==> src/rtl/irq_ctrl_8_pkg.sv <==
// Shared constants for the 8-source interrupt controller: register map, TCTRL bits, VECT encoding.
package irq_ctrl_8_pkg;

  localparam int unsigned DATA_W = 8;
  localparam int unsigned ADDR_W = 3;
  localparam int unsigned SRC_W  = 7;
  localparam int unsigned CNT_W  = 16;

  localparam logic [ADDR_W-1:0] OFF_PEND    = 3'd0;
  localparam logic [ADDR_W-1:0] OFF_ENABLE  = 3'd1;
  localparam logic [ADDR_W-1:0] OFF_ACTIVE  = 3'd2;
  localparam logic [ADDR_W-1:0] OFF_VECT    = 3'd3;
  localparam logic [ADDR_W-1:0] OFF_TRLD_LO = 3'd4;
  localparam logic [ADDR_W-1:0] OFF_TRLD_HI = 3'd5;
  localparam logic [ADDR_W-1:0] OFF_TCTRL   = 3'd6;
  localparam logic [ADDR_W-1:0] OFF_NMIST   = 3'd7;

  localparam int unsigned TCTRL_RUN_BIT  = 0;
  localparam int unsigned TCTRL_AUTO_BIT = 1;

  localparam logic [DATA_W-1:0] VECT_NONE = 8'h80;

  // Index of the highest set active bit (bit 7 wins), or VECT_NONE when nothing is active.
  function automatic logic [DATA_W-1:0] vect_of(input logic [DATA_W-1:0] active);
    logic [DATA_W-1:0] v;
    v = VECT_NONE;
    for (int i = 0; i < int'(DATA_W); i++) begin
      if (active[i]) v = {5'b0, 3'(i)};
    end
    return v;
  endfunction

endpackage

==> src/rtl/irq_edge_sync.sv <==
// Two-flop synchronizer followed by a rising-edge detector with a registered history flop.
module irq_edge_sync (
  input  logic clk,
  input  logic reset,
  input  logic async_i,
  output logic rise_c
);

  logic meta_q;
  logic sync_q;
  logic hist_q;

  // Synchronizer keeps sampling through reset so it is already refilled when reset releases.
  always_ff @(posedge clk) begin
    meta_q <= async_i;
    sync_q <= meta_q;
  end

  // Edge history follows the synchronized level, including during reset, so a held level is no edge.
  always_ff @(posedge clk) begin
    hist_q <= sync_q;
  end

  assign rise_c = sync_q & ~hist_q & ~reset;

endmodule

==> src/rtl/irq_ctrl_8.sv <==
// 8-bit interrupt controller: 7 edge sources + timer into PEND, NMI latch, priority vector.
module irq_ctrl_8
  import irq_ctrl_8_pkg::*;
(
  input  logic              clk,
  input  logic              reset,
  input  logic              cs,
  input  logic [ADDR_W-1:0] addr,
  input  logic [DATA_W-1:0] din,
  output logic [DATA_W-1:0] dout,
  input  logic              we,
  input  logic [SRC_W-1:0]  src,
  input  logic              nmi_src,
  output logic              irq,
  output logic              nmi
);

  logic [SRC_W-1:0]  src_rise_c;
  logic              nmi_rise_c;

  logic [DATA_W-1:0] pend_q,    pend_d;
  logic [DATA_W-1:0] enable_q,  enable_d;
  logic [DATA_W-1:0] trld_lo_q, trld_lo_d;
  logic [DATA_W-1:0] trld_hi_q, trld_hi_d;
  logic              run_q,     run_d;
  logic              auto_q,    auto_d;
  logic [CNT_W-1:0]  cnt_q,     cnt_d;
  logic              nmist_q,   nmist_d;
  logic              irq_q;
  logic              nmi_q;

  logic              wr_c;
  logic              tctrl_wr_c;
  logic              expire_c;
  logic [CNT_W-1:0]  reload_c;
  logic [DATA_W-1:0] active_c;
  logic [DATA_W-1:0] set_c;
  logic [DATA_W-1:0] tctrl_rd_c;

  for (genvar i = 0; i < int'(SRC_W); i++) begin : g_src
    irq_edge_sync u_src_sync (
      .clk     (clk),
      .reset   (reset),
      .async_i (src[i]),
      .rise_c  (src_rise_c[i])
    );
  end

  irq_edge_sync u_nmi_sync (
    .clk     (clk),
    .reset   (reset),
    .async_i (nmi_src),
    .rise_c  (nmi_rise_c)
  );

  // Next-state for registers and timer; hardware set events win over write-1-clear.
  always_comb begin
    pend_d     = pend_q;
    enable_d   = enable_q;
    trld_lo_d  = trld_lo_q;
    trld_hi_d  = trld_hi_q;
    run_d      = run_q;
    auto_d     = auto_q;
    cnt_d      = cnt_q;
    nmist_d    = nmist_q;

    wr_c       = cs & we;
    tctrl_wr_c = wr_c && (addr == OFF_TCTRL);
    active_c   = pend_q & enable_q;
    reload_c   = {trld_hi_q, trld_lo_q};
    expire_c   = run_q && (cnt_q == CNT_W'(1));
    set_c      = {src_rise_c, expire_c};

    if (wr_c) begin
      case (addr)
        OFF_PEND:    pend_d    = pend_q & ~din;
        OFF_ENABLE:  enable_d  = din;
        OFF_TRLD_LO: trld_lo_d = din;
        OFF_TRLD_HI: trld_hi_d = din;
        OFF_TCTRL: begin
          run_d  = din[TCTRL_RUN_BIT];
          auto_d = din[TCTRL_AUTO_BIT];
        end
        OFF_NMIST: begin
          if (din[0]) nmist_d = 1'b0;
        end
        default: ;
      endcase
    end

    pend_d  = pend_d | set_c;
    nmist_d = nmist_d | nmi_rise_c;

    // One-shot mode stops itself on expiry unless software rewrites TCTRL this cycle.
    if (expire_c && !auto_q && !tctrl_wr_c) run_d = 1'b0;

    // Start loads the reload value; running counts down and reloads on expiry; stopped freezes.
    if (tctrl_wr_c && din[TCTRL_RUN_BIT] && !run_q) begin
      cnt_d = reload_c;
    end else if (run_q) begin
      cnt_d = expire_c ? reload_c : (cnt_q - CNT_W'(1));
    end
  end

  // Register read mux; bus reads zero when not selected.
  always_comb begin
    tctrl_rd_c                 = '0;
    tctrl_rd_c[TCTRL_RUN_BIT]  = run_q;
    tctrl_rd_c[TCTRL_AUTO_BIT] = auto_q;
    dout = '0;
    if (cs) begin
      case (addr)
        OFF_PEND:    dout = pend_q;
        OFF_ENABLE:  dout = enable_q;
        OFF_ACTIVE:  dout = active_c;
        OFF_VECT:    dout = vect_of(active_c);
        OFF_TRLD_LO: dout = trld_lo_q;
        OFF_TRLD_HI: dout = trld_hi_q;
        OFF_TCTRL:   dout = tctrl_rd_c;
        OFF_NMIST:   dout = {7'b0, nmist_q};
        default:     dout = '0;
      endcase
    end
  end

  // State registers with synchronous reset; irq/nmi lag their sources by one clk.
  always_ff @(posedge clk) begin
    if (reset) begin
      pend_q    <= '0;
      enable_q  <= '0;
      trld_lo_q <= '0;
      trld_hi_q <= '0;
      run_q     <= 1'b0;
      auto_q    <= 1'b0;
      cnt_q     <= '0;
      nmist_q   <= 1'b0;
      irq_q     <= 1'b0;
      nmi_q     <= 1'b0;
    end else begin
      pend_q    <= pend_d;
      enable_q  <= enable_d;
      trld_lo_q <= trld_lo_d;
      trld_hi_q <= trld_hi_d;
      run_q     <= run_d;
      auto_q    <= auto_d;
      cnt_q     <= cnt_d;
      nmist_q   <= nmist_d;
      irq_q     <= |active_c;
      nmi_q     <= nmist_q;
    end
  end

  assign irq = irq_q;
  assign nmi = nmi_q;

endmodule

==> config.mk <==
export PLATFORM = sky130hd
export DESIGN_NAME = irq_ctrl_8
export DESIGN_NICKNAME = d
export VERILOG_FILES = /design/src/rtl/irq_ctrl_8_pkg.sv /design/src/rtl/irq_edge_sync.sv /design/src/rtl/irq_ctrl_8.sv
export SDC_FILE = /design/constraint.sdc
export NUM_CORES = 1
export LEC_CHECK = 0
export BUFFER_PORTS_ARGS = -buffer_cell sky130_fd_sc_hd__buf_2
export CAP_MARGIN = 15
export CORE_AREA = 2 2 77 86
export DETAILED_ROUTE_END_ITERATION = 10
export DIE_AREA = 0 0 79 88
export GPL_TIMING_DRIVEN = 0
export PLACE_DENSITY_LB_ADDON = 0.2
export SLEW_MARGIN = 5
export SYNTH_ARGS = -nofsm -noshare
export SYNTH_HDL_FRONTEND = slang
export SYNTH_SLANG_ARGS = --single-unit
==> constraint.sdc <==
create_clock -name clk -period 2.7 [get_ports clk]
set_input_delay 0.54 -clock clk [delete_from_list [all_inputs] [get_ports clk]]
set_output_delay 0.54 -clock clk [all_outputs]
set_load 0.005 [all_outputs]
### After elaboration in Yosys (flattened, before gate mapping)

Cells that the tools add are included.

| word-level totals | value |
|---|---|
| word-level logic and storage cells | 109 |
| memories | 0 |
| ROM bits | 0 |
| flip-flop bits (word level) | 77 |
| bits in latches | 0 |
| output and inout port bits | 10 |
| memory bits (writable) | 0 |

| operators by class | value |
|---|---|
| divide/modulo/power cells | 0 |
| shifts and indexed selects | 0 |
| reductions and logical operators | 17 |
| bitwise gates (word level) | 31 |
| add/sub/neg operators | 1 |
| multiplexer cells | 18 |
| magnitude comparators | 0 |
| equal/unequal tests | 8 |
| $mul | 0 |

Operators by type and width:

| cell | number |
|---|---|
| two-way mux 8 bit | 11 |
| case mux 8 bit (8 select lines) | 1 |
| two-way mux 16 bit | 3 |
| bitwise AND 1 bit | 17 |
| bitwise AND 8 bit | 2 |
| equality test 16 x 1 -> 1 bit, second input constant | 1 |
| subtractor 16 x 1 -> 16 bit, second input constant | 1 |
| equality test 3 bit, second input constant | 4 |
| inverter 1 bit | 9 |
| inverter 8 bit | 1 |
| bitwise OR 8 bit | 1 |
| AND reduction 2 bit | 4 |
| OR reduction 8 bit | 1 |
| equality test 3 x 2 -> 1 bit, second input constant | 2 |
| logical AND 1 bit | 6 |
| equality test 3 x 1 -> 1 bit, second input constant | 1 |
| zero test 1 bit | 3 |
| zero test 3 bit | 1 |
| two-way mux 1 bit | 3 |
| nonzero test 2 bit | 1 |
| OR reduction 2 bit | 1 |
| bitwise OR 1 bit | 1 |

### Logic depth before layout (Yosys ltp)

| logic depth | value |
|---|---|
| word-level depth | 11 |
| gate-level depth with buffers | 9 |
| mapped depth without buffers | 7 |

### Cells and area by module

A second synthesis with hierarchy kept.

| unflattened totals | value |
|---|---|
| cell total of the unflattened synthesis | 398 |
| area total of the unflattened synthesis | 3527.1 um2 |

Modules (own cells, without submodules):

| module | seq. area each (um2) | cells each | area an instance (um2) | instances |
|---|---|---|---|---|
| irq_ctrl_8 | 1061.0 | 366 | 2946.6 | 1 |
| irq_edge_sync | 60.1 | 4 | 72.6 | 8 |

### Worst setup path before layout

OpenSTA, ideal clock, no wires.

| timing | value |
|---|---|
| path type | input to register |
| start | input port addr[1] |
| end | register cnt_q[13] |
| cell stages on the path | 8 |
| setup time | 0.103 ns |
| arrival | 2.080 ns |
| path buffers | 3 |
| path slack | 0.517 ns |
| cells stage by stage | buf_2 nand2b_4 or3_1 buf_2 and2_4 buf_6 a41o_1 a2111oi_2 |

| between the ends | value |
|---|---|
| longest elaborated chain between the ends | 5 |
| elaborated cells on any way between the ends | 6 |

RTL lines:

| what | RTL line | text |
|---|---|---|
| from (decl) | irq_ctrl_8.sv:8 | `input logic [ADDR_W-1:0] addr,` |
| equality test 3 bit * | irq_ctrl_8.sv:68 | `tctrl_wr_c = wr_c && (addr == OFF_TCTRL);` |
| logical AND 1 bit * | irq_ctrl_8.sv:68 |  |
| logical AND 1 bit * (2 in series) | irq_ctrl_8.sv:98 | `if (tctrl_wr_c && din[TCTRL_RUN_BIT] && !run_q) begin` |
| two-way mux 16 bit / nonzero test 2 bit (equally long branches) | - |  |
| to (signal assigned) | irq_ctrl_8.sv:146 | `cnt_q <= cnt_d;` |
| to (decl) | irq_ctrl_8.sv:27 | `logic [CNT_W-1:0] cnt_q, cnt_d;` |

Mark *: on every way between the ends. The rest lies on a longest branch, timed or not.
A chain may end at the register's enable or synchronous reset.

### Worst setup path in the final report

| timing | value |
|---|---|
| start | register pend_q[6] |
| end | output port dout[7] |

| between the ends | value |
|---|---|
| longest elaborated chain between the ends | 5 |

RTL lines:

| what | RTL line | text |
|---|---|---|
| from (decl) | irq_ctrl_8.sv:21 | `logic [DATA_W-1:0] pend_q, pend_d;` |
| from (signal assigned) | irq_ctrl_8.sv:140 | `pend_q <= pend_d;` |
| bitwise AND 8 bit | irq_ctrl_8.sv:69 | `active_c = pend_q & enable_q;` |
| two-way mux 8 bit (2 in series) | irq_ctrl_8_pkg.sv:28 | `if (active[i]) v = {5'b0, 3'(i)};` |
| case mux 8 bit (8 select lines) | irq_ctrl_8.sv:112 | `case (addr)` |
| two-way mux 8 bit | irq_ctrl_8.sv:111 | `if (cs) begin` |
| to (decl) | irq_ctrl_8.sv:10 | `output logic [DATA_W-1:0] dout,` |

No other way between the ends.

==> impl_metrics.env <==
export IMPL_crit_chain="a22oi_1, nand3b_1, nand4b_1, a311oi_2, o21a_1, buf_2"
export IMPL_yosys_top_cells_area="dfxtp_1 (45%), mux2i_1 (10%), nor2_1 (6.4%), a21oi_1 (3.5%), nand2_1 (2.7%)"
export IMPL_fin_skew_ps=4.30
export IMPL_drive_gt1_share_pct=16.7
export IMPL_place_congestion=0.941
export IMPL_failed_checks="design-rule violations"
export IMPL_setup_ws_ps=152
export IMPL_clockRootBuffer="clkbuf_8"
export IMPL_drt_initial_drc_count=234
export IMPL_synth_main_ff_cell="dfxtp_1"
export IMPL_synth_cells=381
export IMPL_io_buffers=28
export IMPL_drc=1
export IMPL_ys_seq_area_share_pct=44.7
export IMPL_syn_num_nets=406
export IMPL_die_area_sq_um=6950
export IMPL_setup_tns_ps=0
export IMPL_required_ps=2160
export IMPL_wire_per_inst_microns=16.8
export IMPL_syn_cell_area_sq_um=3450
export IMPL_finalNonFillerCells=506
export IMPL_worstPathMaxFanout=5
export IMPL_cap_violations=0
export IMPL_final_hold_violation_count=0
export IMPL_hp_start="src[4]"
export IMPL_worst_ir_drop_vdd_mv=0.515
export IMPL_ff2ff_path_depth=7
export IMPL_postCtsSetupBuffers=0
export IMPL_outcome="finished, violations left"
export IMPL_rsz0062_at_grt="no"
export IMPL_drt_total_wl_mm=8.53
export IMPL_slew_headroom_pct=41.0
export IMPL_finalSetupViolCount=0
export IMPL_fmax_mhz=393
export IMPL_place_inst=489
export IMPL_dr_pass1_iters=9
export IMPL_cts_hold_fix_buffers=0
export IMPL_reg2reg_to="cnt_q[14]"
export IMPL_worst_pin_slew_ps=880
export IMPL_regToRegStartpoint="cnt_q[0]"
export IMPL_synth_edff_count=0
export IMPL_fin_crit_sh_pct=94.4
export IMPL_cp_num_buf_inv=1
export IMPL_synth_area_leader_cell="dfxtp_1"
export IMPL_detail_route_antenna_nets=0
export IMPL_path_clk_slew_ps=90
export IMPL_whs_path_depth=1
export IMPL_cp_end_kind="output pin"
export IMPL_die_h_microns=88
export IMPL_boundaryPins=33
export IMPL_track_usage_pct=26.7
export IMPL_syn_avg_cell_area_sq_um=9.06
export IMPL_clock_latency_ps=360
export IMPL_cts_tree="yes"
export IMPL_multi_input_comb_area_sq_um=1780
export IMPL_ys_types=55
export IMPL_grt_pass1_wl_mm=14.3
export IMPL_area_growth_pct=12.9
export IMPL_cts_sinks=77
export IMPL_max_stage_delay_ps=380
export IMPL_place_hpwl_mm=6.22
export IMPL_avgViaCountPerCell=5.95
export IMPL_final_seq_area_sq_um=1540
export IMPL_final_max_slew_viol_count=0
export IMPL_critPathKind="flop to output pin"
export IMPL_ys_ff_latch=77
export IMPL_slowest_stage="dfxtp_1"
export IMPL_fin_util_pct=64.1
export IMPL_rows=30
export IMPL_reg2reg_slack_ps=240
export IMPL_preCtsSetupSlack_ps=136
export IMPL_htree_levels=3
export IMPL_yosysTopAreaCellShare_pct=44.7
export IMPL_coreArea_sq_um=6080
export IMPL_min_to="g_src[4].u_src_sync.meta_q"
export IMPL_yosysWarningCount=0
export IMPL_vias=3010
export IMPL_postCtsResizedCells=0
export IMPL_hold_class="input pin to flop"
export IMPL_start_util_pct=56.8
export IMPL_die_w_microns=79
export IMPL_cts_path_max_buffers=2
export IMPL_p_leak_nw=1.51
export IMPL_grt_pass1_vias=2906
export IMPL_grt_antenna_before_repair=0
export IMPL_grt_overflow_total=0
export IMPL_fin_crit_ps=2550
export IMPL_cts_buffers=9
export IMPL_nets=446
export IMPL_nFillCells=539
export IMPL_antennaDiodeCount=0
export IMPL_async_flop_share_pct=0
export IMPL_grt_max_degree=16
export IMPL_cp_arrival_ps=2010
export IMPL_path_delay_family="compound AO/OA/AOI/OAI gates"
export IMPL_power_density_nw_per_um2=580
export IMPL_worstSetupStartpointType="flop"
[layer usage]
metal / part of all wire [%] / GRT usage (%) / vias to the layer above
met4: 3.0 / 12.4 / 0
met5: 0 / 0 / -
met2: 49 / 46.3 / 109
li1: - / - / 1462
met1: 43 / 32.7 / 1418
met3: 5.2 / 4.23 / 21
[synthesized netlist by cell type, types with 3 or more instances]
master / number
nand2_1: 25
or3_1: 5
nor2_1: 59
nand4_1: 6
a22oi_1: 5
o32ai_1: 4
nand3_1: 5
a2111oi_0: 6
a211oi_1: 10
and3_1: 3
o21a_1: 3
o221a_2: 4
nor2b_1: 12
nor3_1: 11
inv_1: 10
buf_2: 4
clkbuf_1: 13
mux2i_1: 35
o211ai_1: 3
dfxtp_1: 77
o21ai_0: 7
nand2b_1: 3
nor3b_1: 4
a21oi_1: 24
[state kept, by name, summed over array words and instances, names as in the netlist]
| register | cells |
|---|---|
| cnt_q | 16 |
| enable_q | 8 |
| pend_q | 8 |
| trld_hi_q | 8 |
| trld_lo_q | 8 |
| g_src.u_src_sync.hist_q | 7 |
| g_src.u_src_sync.meta_q | 7 |
| g_src.u_src_sync.sync_q | 7 |
| auto_q | 1 |
| irq | 1 |
| nmi | 1 |
| nmist_q | 1 |
| run_q | 1 |
| u_nmi_sync.hist_q | 1 |
| u_nmi_sync.meta_q | 1 |
| u_nmi_sync.sync_q | 1 |
[final cells by class]
type                    instances  area share, %
clock buffers                  10           3.53
multi-input cells             273           45.6
inverters                      10          0.963
plain buffers                  21           2.67
well taps                      80           2.57
flip-flops and latches         77           39.6
clock inverters                 6           1.32
repair buffers                 29           3.79
[cell usage in the layout, fill, tap and decap left out, types with 2 or more instances in the layout]
cell type,n
a2111oi_0,6
a211oi_1,10
a21oi_1,24
a221oi_1,2
a22oi_1,5
a31oi_1,2
and2_1,2
and3_1,3
buf_2,32
buf_6,2
clkbuf_1,12
clkbuf_8,10
dfxtp_1,77
ha_1,2
inv_1,10
inv_6,4
mux2_2,2
mux2i_1,35
nand2_1,25
nand2b_1,3
nand3_1,5
nand3b_1,2
nand4_1,6
nor2_1,59
nor2b_1,12
nor3_1,11
nor3_2,2
nor3b_1,4
nor4_1,2
nor4_2,2
o211ai_1,3
o21a_1,3
o21ai_0,7
o21bai_1,2
o221a_2,4
o32ai_1,4
or3_1,5
[cells by family (layout without fill, tap and decap cells)]
family / count (synthesis) / count (layout) / synth area share [%]
multiplexers: 38 / 38 / 11.5
AO/OA/AOI/OAI: 82 / 82 / 16.9
adder cells (fa/ha/maj): 2 / 2 / 0.725
flip-flops: 77 / 77 / 44.7
AND/OR/NAND/NOR: 151 / 151 / 22.2
buffers and inverters: 31 / 76 / 4.06
[metrics by stage]
stage | instance area [sq um] | hold slack (ps) | total power [mW]
after detailed placement | 3690 | 313 | 1.45
after floorplan | 3450 | 310 | 1.37
after CTS | 3880 | 263 | 2.27
after global placement | 3690 | 310 | 1.44
after global routing | 3900 | 258 | 2.35
final | 3900 | 271 | 2.26
[power by group]
group	internal [mW]	total, mW	switching, mW	leakage, nW
clock network	0.373	0.837	0.464	0.0943
registers	1.17	1.20	0.0291	0.632
logic	0.0900	0.221	0.131	0.785
[worst max path at each step]
stage               from         to  slack [ps]  cells past startpoint
2_1_floorplan    addr[1]  cnt_q[13]         520                      8
3_3_place_gp     addr[2]    dout[1]         130                      7
3_5_place_dp     addr[2]    dout[1]         140                      7
4_1_cts          addr[2]    dout[1]         130                      7
5_1_grt        pend_q[6]    dout[7]          20                      6
6_report       pend_q[6]    dout[7]         150                      6
Note: power is estimated with default switching activity, not from simulation.
